<file path="src/rtl/ga_pkg.sv">
// ga_pkg: shared types and constants for the genetic-algorithm datapath
package ga_pkg;
    localparam int CHROM_W     = 8;
    localparam int FITNESS_W   = 27;
    localparam int SEL_LATENCY = 2;
    typedef logic signed [CHROM_W-1:0]   chrom_t;
    typedef logic signed [FITNESS_W-1:0] fitness_t;
endpackage

</file>
<file path="src/rtl/align_delay.sv">
// align_delay: valid+data shift register lining up payloads with a later decision
module align_delay
    import ga_pkg::*;
#(
    parameter int W     = 16,
    parameter int DEPTH = SEL_LATENCY
) (
    input  logic         clk,
    input  logic         reset,
    input  logic         in_valid,
    input  logic [W-1:0] in_data,
    output logic         out_valid,
    output logic [W-1:0] out_data
);
    logic [DEPTH-1:0] valid_q, valid_d;
    logic [W-1:0]     data_q [DEPTH];
    logic [W-1:0]     data_d [DEPTH];

    // shift every stage by one, new entry enters stage 0
    always_comb begin
        valid_d[0] = in_valid;
        data_d[0]  = in_data;
        for (int i = 1; i < DEPTH; i++) begin
            valid_d[i] = valid_q[i-1];
            data_d[i]  = data_q[i-1];
        end
    end

    // only the valid bits are cleared; data bits are don't-care while invalid
    always_ff @(posedge clk) begin
        valid_q <= reset ? valid_d : '0;
        data_q  <= data_d;
    end

    assign out_valid = valid_q[DEPTH-1];
    assign out_data  = data_q[DEPTH-1];
endmodule

</file>
<file path="src/rtl/winner_buffer.sv">
// winner_buffer: aligns chromosome pairs with selection, stores winners in a FIFO
module winner_buffer
    import ga_pkg::*;
#(
    parameter int CHROM_W = ga_pkg::CHROM_W,
    parameter int DEPTH   = 16,
    parameter int LATENCY = SEL_LATENCY
) (
    input  logic                        clk,
    input  logic                        reset,
    input  logic signed [CHROM_W-1:0]   chrom1,
    input  logic signed [CHROM_W-1:0]   chrom2,
    input  logic                        pair_valid,
    input  logic                        selected,
    input  logic                        rd_en,
    output logic signed [CHROM_W-1:0]   rd_data,
    output logic                        rd_valid,
    output logic [$clog2(DEPTH):0]      count,
    output logic                        full,
    output logic                        empty,
    output logic                        gen_done,
    output logic                        overflow
);
    localparam int AW = $clog2(DEPTH);
    localparam int CW = AW + 1;

    logic                        v_d;
    logic [2*CHROM_W-1:0]        pair_d;
    logic signed [CHROM_W-1:0]   winner;
    logic                        push, pop;
    logic signed [CHROM_W-1:0]   mem_q [DEPTH];
    logic [AW-1:0]               wr_ptr_q, wr_ptr_d, rd_ptr_q, rd_ptr_d;
    logic [CW-1:0]               count_q, count_d;
    logic signed [CHROM_W-1:0]   rd_data_q, rd_data_d;
    logic                        rd_valid_q, rd_valid_d;
    logic                        gen_done_q, gen_done_d;
    logic                        overflow_q, overflow_d;

    align_delay #(.W(2*CHROM_W), .DEPTH(LATENCY)) u_align (
        .clk      (clk),
        .reset    (reset),
        .in_valid (pair_valid),
        .in_data  ({chrom1, chrom2}),
        .out_valid(v_d),
        .out_data (pair_d)
    );

    assign full   = count_q == CW'(DEPTH);
    assign empty  = count_q == '0;
    assign winner = selected ? pair_d[2*CHROM_W-1:CHROM_W] : pair_d[CHROM_W-1:0];
    assign pop    = rd_en && !empty;
    assign push   = v_d && (!full || pop);

    // next-state for pointers, occupancy, read port and status flags
    always_comb begin
        wr_ptr_d   = wr_ptr_q + AW'(push);
        rd_ptr_d   = rd_ptr_q + AW'(pop);
        count_d    = count_q + CW'(push) - CW'(pop);
        rd_valid_d = pop;
        rd_data_d  = pop ? mem_q[rd_ptr_q] : rd_data_q;
        gen_done_d = push && !pop && count_q == CW'(DEPTH - 1);
        overflow_d = overflow_q || (v_d && !push);
    end

    // control state with synchronous active-low reset
    always_ff @(posedge clk) begin
        if (!reset) begin
            wr_ptr_q   <= '0;
            rd_ptr_q   <= '0;
            count_q    <= '0;
            rd_data_q  <= '0;
            rd_valid_q <= 1'b0;
            gen_done_q <= 1'b0;
            overflow_q <= 1'b0;
        end else begin
            wr_ptr_q   <= wr_ptr_d;
            rd_ptr_q   <= rd_ptr_d;
            count_q    <= count_d;
            rd_data_q  <= rd_data_d;
            rd_valid_q <= rd_valid_d;
            gen_done_q <= gen_done_d;
            overflow_q <= overflow_d;
        end
    end

    // storage is never cleared; the pointers alone define what is valid
    always_ff @(posedge clk) begin
        if (reset && push) mem_q[wr_ptr_q] <= winner;
    end

    assign rd_data  = rd_data_q;
    assign rd_valid = rd_valid_q;
    assign count    = count_q;
    assign gen_done = gen_done_q;
    assign overflow = overflow_q;
endmodule

</file>
<file path="config.mk">
export PLATFORM = sky130hd
export DESIGN_NAME = winner_buffer
export DESIGN_NICKNAME = d
export VERILOG_FILES = /design/src/rtl/ga_pkg.sv /design/src/rtl/align_delay.sv /design/src/rtl/winner_buffer.sv
export SDC_FILE = /design/constraint.sdc
export NUM_CORES = 1
export LEC_CHECK = 0
export BUFFER_PORTS_ARGS = -buffer_cell sky130_fd_sc_hd__buf_2
export CAP_MARGIN = 20
export CORE_ASPECT_RATIO = 1.25
export CORE_MARGIN = 1
export CORE_UTILIZATION = 60
export CTS_BUF_LIST = sky130_fd_sc_hd__clkbuf_16
export DETAILED_ROUTE_END_ITERATION = 8
export GPL_ROUTABILITY_DRIVEN = 1
export PLACE_DENSITY = 0.75
export SYNTH_ARGS = -nofsm -noshare
export SYNTH_HDL_FRONTEND = slang
export SYNTH_SLANG_ARGS = --single-unit
</file>
<file path="constraint.sdc">
create_clock -name clk -period 3.7 [get_ports clk]
set_input_delay 0.37 -clock clk [delete_from_list [all_inputs] [get_ports clk]]
set_output_delay 0.37 -clock clk [all_outputs]
set_load 0.01 [all_outputs]
</file>
Yosys cells after proc, flatten, opt, wreduce, memory -nomap -nowiden
Memory sizes are Yosys's and may differ from the RTL's. A register that Yosys moved wholly into a read port is not among the register bits.
Cells that the tools add are included.
Word-level totals
  bits in registers: 50
  RAM bits: 128
  input port bits: 21
  output and inout port bits: 18
  word-level logic and storage cells: 33
  memories kept: 1
Operators by class
  add/subtract/negate cells: 4
  equal/unequal tests: 2
  multiplexer cells: 3
  reduce and logical (&&, ||, !) cells: 14
Memories
  mem_q: depth 16, bits a word 8, rd ports 1, clocked after Yosys merged registers in 1, write ports 1, RTL line winner_buffer.sv:31  | logic signed [CHROM_W-1:0] mem_q [DEPTH];
Operators by type and width (number)
  $add A4 B1 Y4: 2
  $mux W8: 1
  $logic_and A1 B1 Y1: 6
  $add A5 B1 Y5: 1
  $eq A5 B4 Y1 const B: 1
  $eq A5 B5 Y1 const B: 1
  $logic_not A1 Y1: 5
  $logic_not A5 Y1: 1
  $sub A5 B1 Y5: 1
  $logic_or A1 B1 Y1: 2
  $mux W1: 2

Longest topological paths before layout
Gate-level depths: netlist of run 1.
  depth after elaboration: 8
  mapped depth: 15
  gate-level depth less buffers: 14

Hierarchy
From an unflattened synthesis of run 1, not the netlist that was laid out.
Unflattened totals
  cells, all modules: 365
  area, all modules: 6764.0 sq um
By module, submodules not included
  winner_buffer: times used 1, cells an instance 329, area an instance 6070.8 sq um, seq. area each 4324.1 sq um
  align_delay: times used 1, cells an instance 36, area an instance 693.2 sq um, seq. area each 680.7 sq um

Least setup slack after synthesis of run 1
Ideal clock, no wire load.
  kind: reg-to-reg
  from: register count_q[3] (netlist: count[3])
  to: register count_q[4] (netlist: count[4])
  setup time: 130 ps
  arrival: 2725 ps
  data required time: 3570 ps
  setup slack: 845 ps
  stages on the path, launching flop included: 16
  buffers on the path: 1
  period minus slack after synthesis: 2855 ps
  path through: dfxtp_1 > inv_1 > ha_1 > or4b_1 > and2_4 > clkinv_2 > buf_4 > ha_1 > inv_1 > ha_1 > inv_1 > fa_1 > nand2b_1 > a21oi_1 > o21ai_0 > nor3b_1
Between the ends
  longest elaborated chain between the ends: 7
  elaborated cells between the ends (all ways): 9
  classes of those cells: 2 x add/sub; 1 x eq/ne; 6 x reduce/logical
RTL lines
  from (decl): RTL line winner_buffer.sv:33  | logic [CW-1:0] count_q, count_d;
  from (signal assigned): RTL line winner_buffer.sv:78  | count_q <= count_d;
  $logic_not A5 Y1 *: RTL line winner_buffer.sv:49  | assign empty = count_q == '0;
  $logic_not A1 Y1 *: RTL line winner_buffer.sv:51  | assign pop = rd_en && !empty;
  $logic_and A1 B1 Y1 *: RTL line winner_buffer.sv:51
  named net pop: RTL line winner_buffer.sv:30  | logic push, pop;
  $logic_or A1 B1 Y1: RTL line winner_buffer.sv:52  | assign push = v_d && (!full || pop);
  $logic_and A1 B1 Y1: RTL line winner_buffer.sv:52
  $add A5 B1 Y5: RTL line winner_buffer.sv:58  | count_d = count_q + CW'(push) - CW'(pop);
  $sub A5 B1 Y5 *: RTL line winner_buffer.sv:58
The timed path passes the listed nets; every way through them passes the cells marked *.
A chain may end at the register's enable or synchronous reset.

Worst setup path after layout of run 1
Same ends and word-level chain as after synthesis.

==> results of run 1 <==
logic make-up after synthesis:
family / after synthesis
AO/OA/AOI/OAI: 14
XOR/XNOR: 7
adder cells (fa/ha/maj): 12
buffers and inverters: 28
flip-flops: 186
multiplexers: 56
AND/OR/NAND/NOR: 61
power by group through the flow:
stage / combinational (mW) / sequential [mW] / clock [mW]
2_1_floorplan: 0.542 / 2.44 / 0
3_3_place_gp: 0.687 / 2.48 / 0
3_5_place_dp: 0.707 / 2.48 / 0
4_1_cts: 0.713 / 2.44 / 1.68
5_1_grt: 0.774 / 2.45 / 1.76
6_report: 0.702 / 2.44 / 1.66
cell type report:
class                      instances  area, um^2  area share
clock buffer                      19         475      0.0623
clock inverter                    13        72.6     0.00951
inverter                          11        42.5     0.00558
multi-input combinational        150        1620       0.213
sequential                       186        5010       0.656
tap                              132         165      0.0216
timing repair buffer              45         243      0.0318
routing by layer:
layer  up-vias  share of wire
li1       1498              -
met1      1700           0.40
met2       141           0.52
met3        28          0.047
met4         0          0.032
met5         -              0
per-stage QoR:
step                      cells  hold WS (ns)
after global routing        556        0.0317
after global placement      524         0.310
after detailed placement    524         0.312
after CTS                   556        0.0399
final                       556        0.0546
after floorplan             364         0.310
cells in the mapped netlist:
cell / instances
mux2i_1: 16
buf_4: 5
xnor2_1: 4
and2_1: 7
inv_1: 9
clkinv_2: 1
edfxtp_1: 128
a21oi_1: 3
nor3_1: 5
fa_1: 1
buf_2: 2
nand4_1: 2
a21o_1: 1
inv_2: 1
dfxtp_1: 58
o221ai_1: 8
mux2_2: 8
or3_1: 1
o21ai_0: 1
and2_4: 1
or4b_1: 2
nand4bb_1: 1
nand2b_1: 4
buf_1: 2
nand3_1: 11
clkbuf_2: 1
clkbuf_1: 7
nand4b_1: 2
o21a_2: 1
nand2_1: 1
mux4_2: 32
nor3b_1: 2
ha_1: 11
xor2_1: 3
nor2_1: 22
sequential cells by signal, indices dropped and copies added, names as in the netlist:
name,flops
mem_q,128
u_align.data_d,16
u_align.out_data,16
rd_data,8
count,5
rd_ptr_q,4
wr_ptr_q,4
u_align.valid_q,2
gen_done,1
overflow,1
rd_valid,1
worst paths after layout:
path / start / to / slack, ns / cells after the start
setup / recovery: count[3] / count[4] / 0.71 / 14
hold / removal: chrom2[0] / u_align.data_d[0] / 0.05 / 1
setup reg to reg: count[3] / count[4] / 0.71 / 14
hold reg to reg: u_align.data_d[1] / u_align.out_data[1] / 0.33 / 0
==> summary.txt, run 1 <==
Status
  – Status: finished clean

Synthesis
  – Post-synthesis adder-cell area fraction: 0.0233
  – Synth cell types: 35
  – Cells after synthesis: 364
  – Synth top area share: 0.569
  – #FFs+latches synth: ~190
  – Syn avg cell area: 18.6 um^2
  – Simple-gate share of the synthesized area: 0.0483
  – Sequential area share after synthesis: 0.741
  – Mux share of post-synthesis cell area: 0.144
  – Ys Warns: 0
  – Area contributors post-synth: edfxtp_1 57%, dfxtp_1 17%, mux4_2 11%, mux2i_1 2.4%, ha_1 2.0%
  – Complex-gate fraction of the synthesized area: 0.0157
  – Synth Net Count: 397
  – Cell taking the most area after synthesis: edfxtp_1
  – Xor-xnor portion of the synthesized cell area: 0.00907
  – Cell Area, Synth: just under 7000 um^2
  – Largest family of logic cells by synthesized area: multiplexers

Clock tree
  – Post-CTS Resized: 0
  – CTS Sinks: 186
  – Hold-fix buffers at CTS: 0
  – Number of setup buffers added after CTS: 0
  – Clock slew at reported path FFs: ~0.070 ns
  – Num CTS Buffers: 17
  – H-tree depth: 4
  – Clock root buffer: clkbuf_16
  – Clk_lat worst skew: between 0.4 and 0.5 ns
  – CTS tree: yes
  – Clock Tree Buf Depth: 2

Timing
  – Setup TNS after final layout: 0 ns
  – Max Clock Freq: approximately 330 MHz
  – Post-route worst setup slack: slightly above 0.7 ns
  – Worst rel slew slack: 0.236
  – Max Slew Vio Count: 0
  – Worst-Margin Slew: 1.14 ns
  – Final setup violation count: 0
  – Clock skew: 0.00874 ns
  – Post-route minimum period: 2.99 ns
  – Period Utilization, post-route: 0.807
  – Unrepaired setup endpoints after global routing: no
  – Final hold vios: 0

Setup path
  – Top delay family on crit path: adder cells
  – Max incr delay on CP: 0.47 ns
  – Critical Path RT: 4.00 ns
  – Crit path max-delay cell type: or4b_1
  – Crit path DAT: 3.29 ns
  – Crit path launch type: flip-flop
  – Worst path buffer plus inverter count: 4
  – Crit. End Element: flip-flop
  – Worst-path fanout max: 11
  – CP Class: reg -> reg
  – Worst path cell trace: inv_1 > ha_1 > or4b_1 > and2_4 > clkinv_2 > ha_1 > inv_1 > ha_1 > inv_1 > fa_1 > nand2b_1 > a21oi_1 > o21ai_0 > nor3b_1

Global route
  – Vias in the first global route: 3526
  – Largest net degree at the start of global routing: 34
  – Total gr overflow: 0
  – M2 GR Usage: 0.408
  – Grt peak-use layer: met2
  – Aggregate global-route resource usage: 0.236
  – GR Util met1: 0.275
  – Initial antenna violation count: 0
  – GR Layer Usage met3: 0.0601
  – Global-route wire length before repair: 19.5 mm

Place
  – Routability cong.: 0.758
  – Cell Area, Placed: 7080 um^2
  – Place WS: 0.716 ns
  – Post-DP HPWL: 7.56 mm
  – Port Buffers: 38

Pwr
  – Pwr Density: roughly 630 nW/um^2
  – Gate power share: 0.146
  – Sw Pwr: 1.20 mW
  – Sw Share: 0.250
  – Peak VDD IR: 0.373 mV
  – Pwr Total: 4.80 mW
  – Sequential Power Share: 0.508
  – Internal Pwr Total: 3.60 mW
  – Leakage Power: around 2.7 nW
  – Clock power frac: 0.346

Final layout
  – Commonest non-fill, non-tap cells in the layout: 128 x edfxtp_1, 56 x dfxtp_1, 38 x buf_2, 32 x mux4_2, 22 x nor2_1
  – Final instance area: 7630 um^2
  – Core Util, Final: 0.708
  – Area growth, synth to finish: 12.9%
  – Total of fill cells in the finished design: 647
  – Layout cells sized above 1: 0.281
  – Nets: 444
  – Commonest non-fill, non-tap cell in the layout: edfxtp_1
  – # diodes: 0

Floorplan
  – Die Y-Extent: 121 um
  – Core area: 10800 um^2
  – Die span in x: slightly below 100 um
  – Initial core utilization: 0.627
  – Die ar.: 11700 um^2
  – Rows: 42
  – IO Count: 39

Routing
  – Wire per inst: around 22 um
  – ANT nets after route: 0
  – 1st-iter DRT viols: 232
  – Avg Vias per Cell: roughly 6
  – Final wirelength: 12.4 mm
  – Router iterations before antenna repair: 5
  – DRC: 0
  – Via count: 3367

Run
  – Maxcap violations: 0

Hold path
  – Hold WC Path Type: in -> reg
Power figures use the tool's default switching activity.
==> inputs of run 2 (changes only) <==
CORE_UTILIZATION = 54   (was 60)
PLACE_DENSITY = 0.71   (was 0.75)
clock period = 2.7 ns   (was 3.7 ns; I/O delays follow)
==> run 2 against run 1 <==
Global-route usage shrank 2.4 points. Worst setup slack lost 0.61 ns. Count of clock-buffer cells in the layout shrank 2. Critical path depth is the same. Clock power grew 39%. Sequential power grew 36%. Largest cell class unchanged. First-iteration DRC count shrank 44%. Via count grew 1.7%. Total power grew 43%. Die area grew 11%. Sequential cell count is the same. Hold slack gained 0.020 ns.
==> summary.txt, run 2 (synthesis results as in run 1) <==
Final layout
  – Layout cells sized above 1: 0.341
  – Flip-flop count of the largest register after layout: between 100 and 150
  – Largest Register: mem_q
  – Commonest non-fill, non-tap cells in the layout: 128 x edfxtp_1, 55 x dfxtp_1, 38 x buf_2, 32 x mux4_2, 27 x buf_4
  – # diodes: 0
  – Commonest non-fill, non-tap cell in the layout: edfxtp_1
  – Area growth, synth to finish: 19.6%
  – Nets: 481
  – Post-Layout Cell Count: 625

Routing
  – Avg Vias per Cell: 5.48
  – ANT nets after route: 0
  – DRC: 0
  – Wire per inst: slightly below 20 um
  – Final wirelength: 12.4 mm
  – Router iterations before antenna repair: 4
  – 1st-iter DRT viols: 131
  – Via count: 3423

Pwr
  – Pwr Density: 850 nW/um^2
  – Sw Pwr: between 1.5 and 2 mW
  – Peak VDD IR: 0.588 mV
  – Clock power frac: 0.335
  – Sw Share: 0.266
  – Leakage Power: 2.85 nW
  – Gate power share: 0.181
  – Sequential Power Share: 0.484
  – Internal Pwr Total: 5.05 mW

Floorplan
  – Die ar.: 13000 um^2
  – IO Count: 39
  – Rows: 45
  – Die Y-Extent: 127 um
  – Core area: 12200 um^2
  – Initial core utilization: 0.556
  – Die span in x: ~100 um

Clock tree
  – CTS tree: yes
  – Clk_lat worst skew: 0.41 ns
  – Clock Tree Buf Depth: 2
  – Clock slew at reported path FFs: ~0.070 ns
  – H-tree depth: 4
  – Num CTS Buffers: 17
  – Clock root buffer: clkbuf_16
  – CTS Sinks: 186

Place
  – Routability cong.: around 0.76
  – Port Buffers: 38
  – Place WS: -0.0155 ns
  – Dpl cells: 572
  – Post-DP HPWL: 7.84 mm

Timing
  – Max Slew Vio Count: 0
  – Max Clock Freq: 386 MHz
  – Unrepaired setup endpoints after global routing: no
  – Final hold vios: 0
  – Post-route minimum period: around 2.6 ns
  – Clock skew: approximately 0.011 ns
  – Final setup violation count: 0
  – Period Utilization, post-route: 0.961
  – Post-route worst setup slack: 0.106 ns
  – Worst-Margin Slew: between 0.8 and 0.9 ns
  – Worst rel slew slack: 0.400

Setup path
  – Worst path buffer plus inverter count: 4
  – Max incr delay on CP: about 0.45 ns
  – Crit path DAT: 2.89 ns
  – CP startpoint: count[2]
  – Crit path max-delay cell type: or4b_4
  – Worst-path fanout max: 2
  – Crit path launch type: flip-flop
  – Crit. End Element: flip-flop
  – Top delay family on crit path: simple AND/OR/NAND/NOR gates
  – Worst path cell trace: inv_2 > ha_4 > or4b_4 > and2_4 > inv_4 > ha_4 > inv_2 > ha_4 > inv_2 > fa_2 > nand2b_4 > a21oi_4 > o21ai_1 > nor3b_2
  – Critical Path RT: 3.00 ns
  – CP Class: reg -> reg
  – R2r startpoint: count[2]

Global route
  – Total gr overflow: 0
  – Global-route wire length before repair: 19.3 mm
  – Vias in the first global route: approximately 3600
  – Initial antenna violation count: 0
  – Aggregate global-route resource usage: 0.212
  – Largest net degree at the start of global routing: 34

Hold path
  – Hold WC Path Type: in -> reg
  – Min-delay src: pair_valid

Status
  – Status: finished clean

Run
  – Maxcap violations: 0
==> run 2: layer usage <==
metal  vias up  wire length, um  global-route usage
met5         -                0                   0
met4         0              389              0.0992
met3        18              401              0.0421
met2        91             6700               0.367
met1      1742             4940               0.253
li1       1572                -                   -
==> run 2: layout make-up <==
cell class              count  area [um^2]
well taps                 164          205
repair buffers             82          573
flip-flops and latches    186         5010
multi-input cells         150         1700
fillers                   835         4080
inverters                  11         43.8
clock buffers              17          425
clock inverters            15          130
==> run 2: path summary, 6_finish.rpt <==
| kind | end | slack, ns | cells past startpoint |
|---|---|---|---|
| hold reg to reg | u_align.out_data[9] | 0.33 | 0 |
| setup reg to reg | count[4] | 0.11 | 14 |
| hold / removal | u_align.valid_q[0] | 0.07 | 2 |
| setup / recovery | count[4] | 0.11 | 14 |
==> run 2: power by group through the flow <==
stage | sequential, mW | combinational (mW) | clock [mW]
after floorplan | 3.34 | 0.792 | 0
after global routing | 3.34 | 1.36 | 2.46
final | 3.32 | 1.24 | 2.30
after global placement | 3.38 | 1.05 | 0
after detailed placement | 3.39 | 1.08 | 0
after CTS | 3.32 | 1.21 | 2.35
==> run 2: per-stage QoR <==
stage / setup TNS [ns] / hold slack, ns / util / instance area [um^2] / power (mW)
floorplan: 0 / 0.298 / - / 6780 / 4.14
global placement: 0 / 0.310 / 0.598 / 7270 / 4.43
detailed placement: -0.0155 / 0.312 / 0.598 / 7270 / 4.48
CTS: 0 / 0.0664 / 0.662 / 8050 / 6.88
global route: 0 / 0.0790 / 0.665 / 8080 / 7.16
finish: 0 / 0.0750 / 0.665 / 8080 / 6.87
==> run 2: timing repair <==
| action | CTS | global route |
|---|---|---|
| gates cloned | 0 | 0 |
| endpoints found under the hold margin | 16 | 0 |
| pin swaps | 5 | 5 |
| resized for setup | 8 | 6 |
| buffers inserted | 4 | 1 |
| hold buffers | 16 | 0 |
| endpoints found under the setup margin | 1 | 1 |
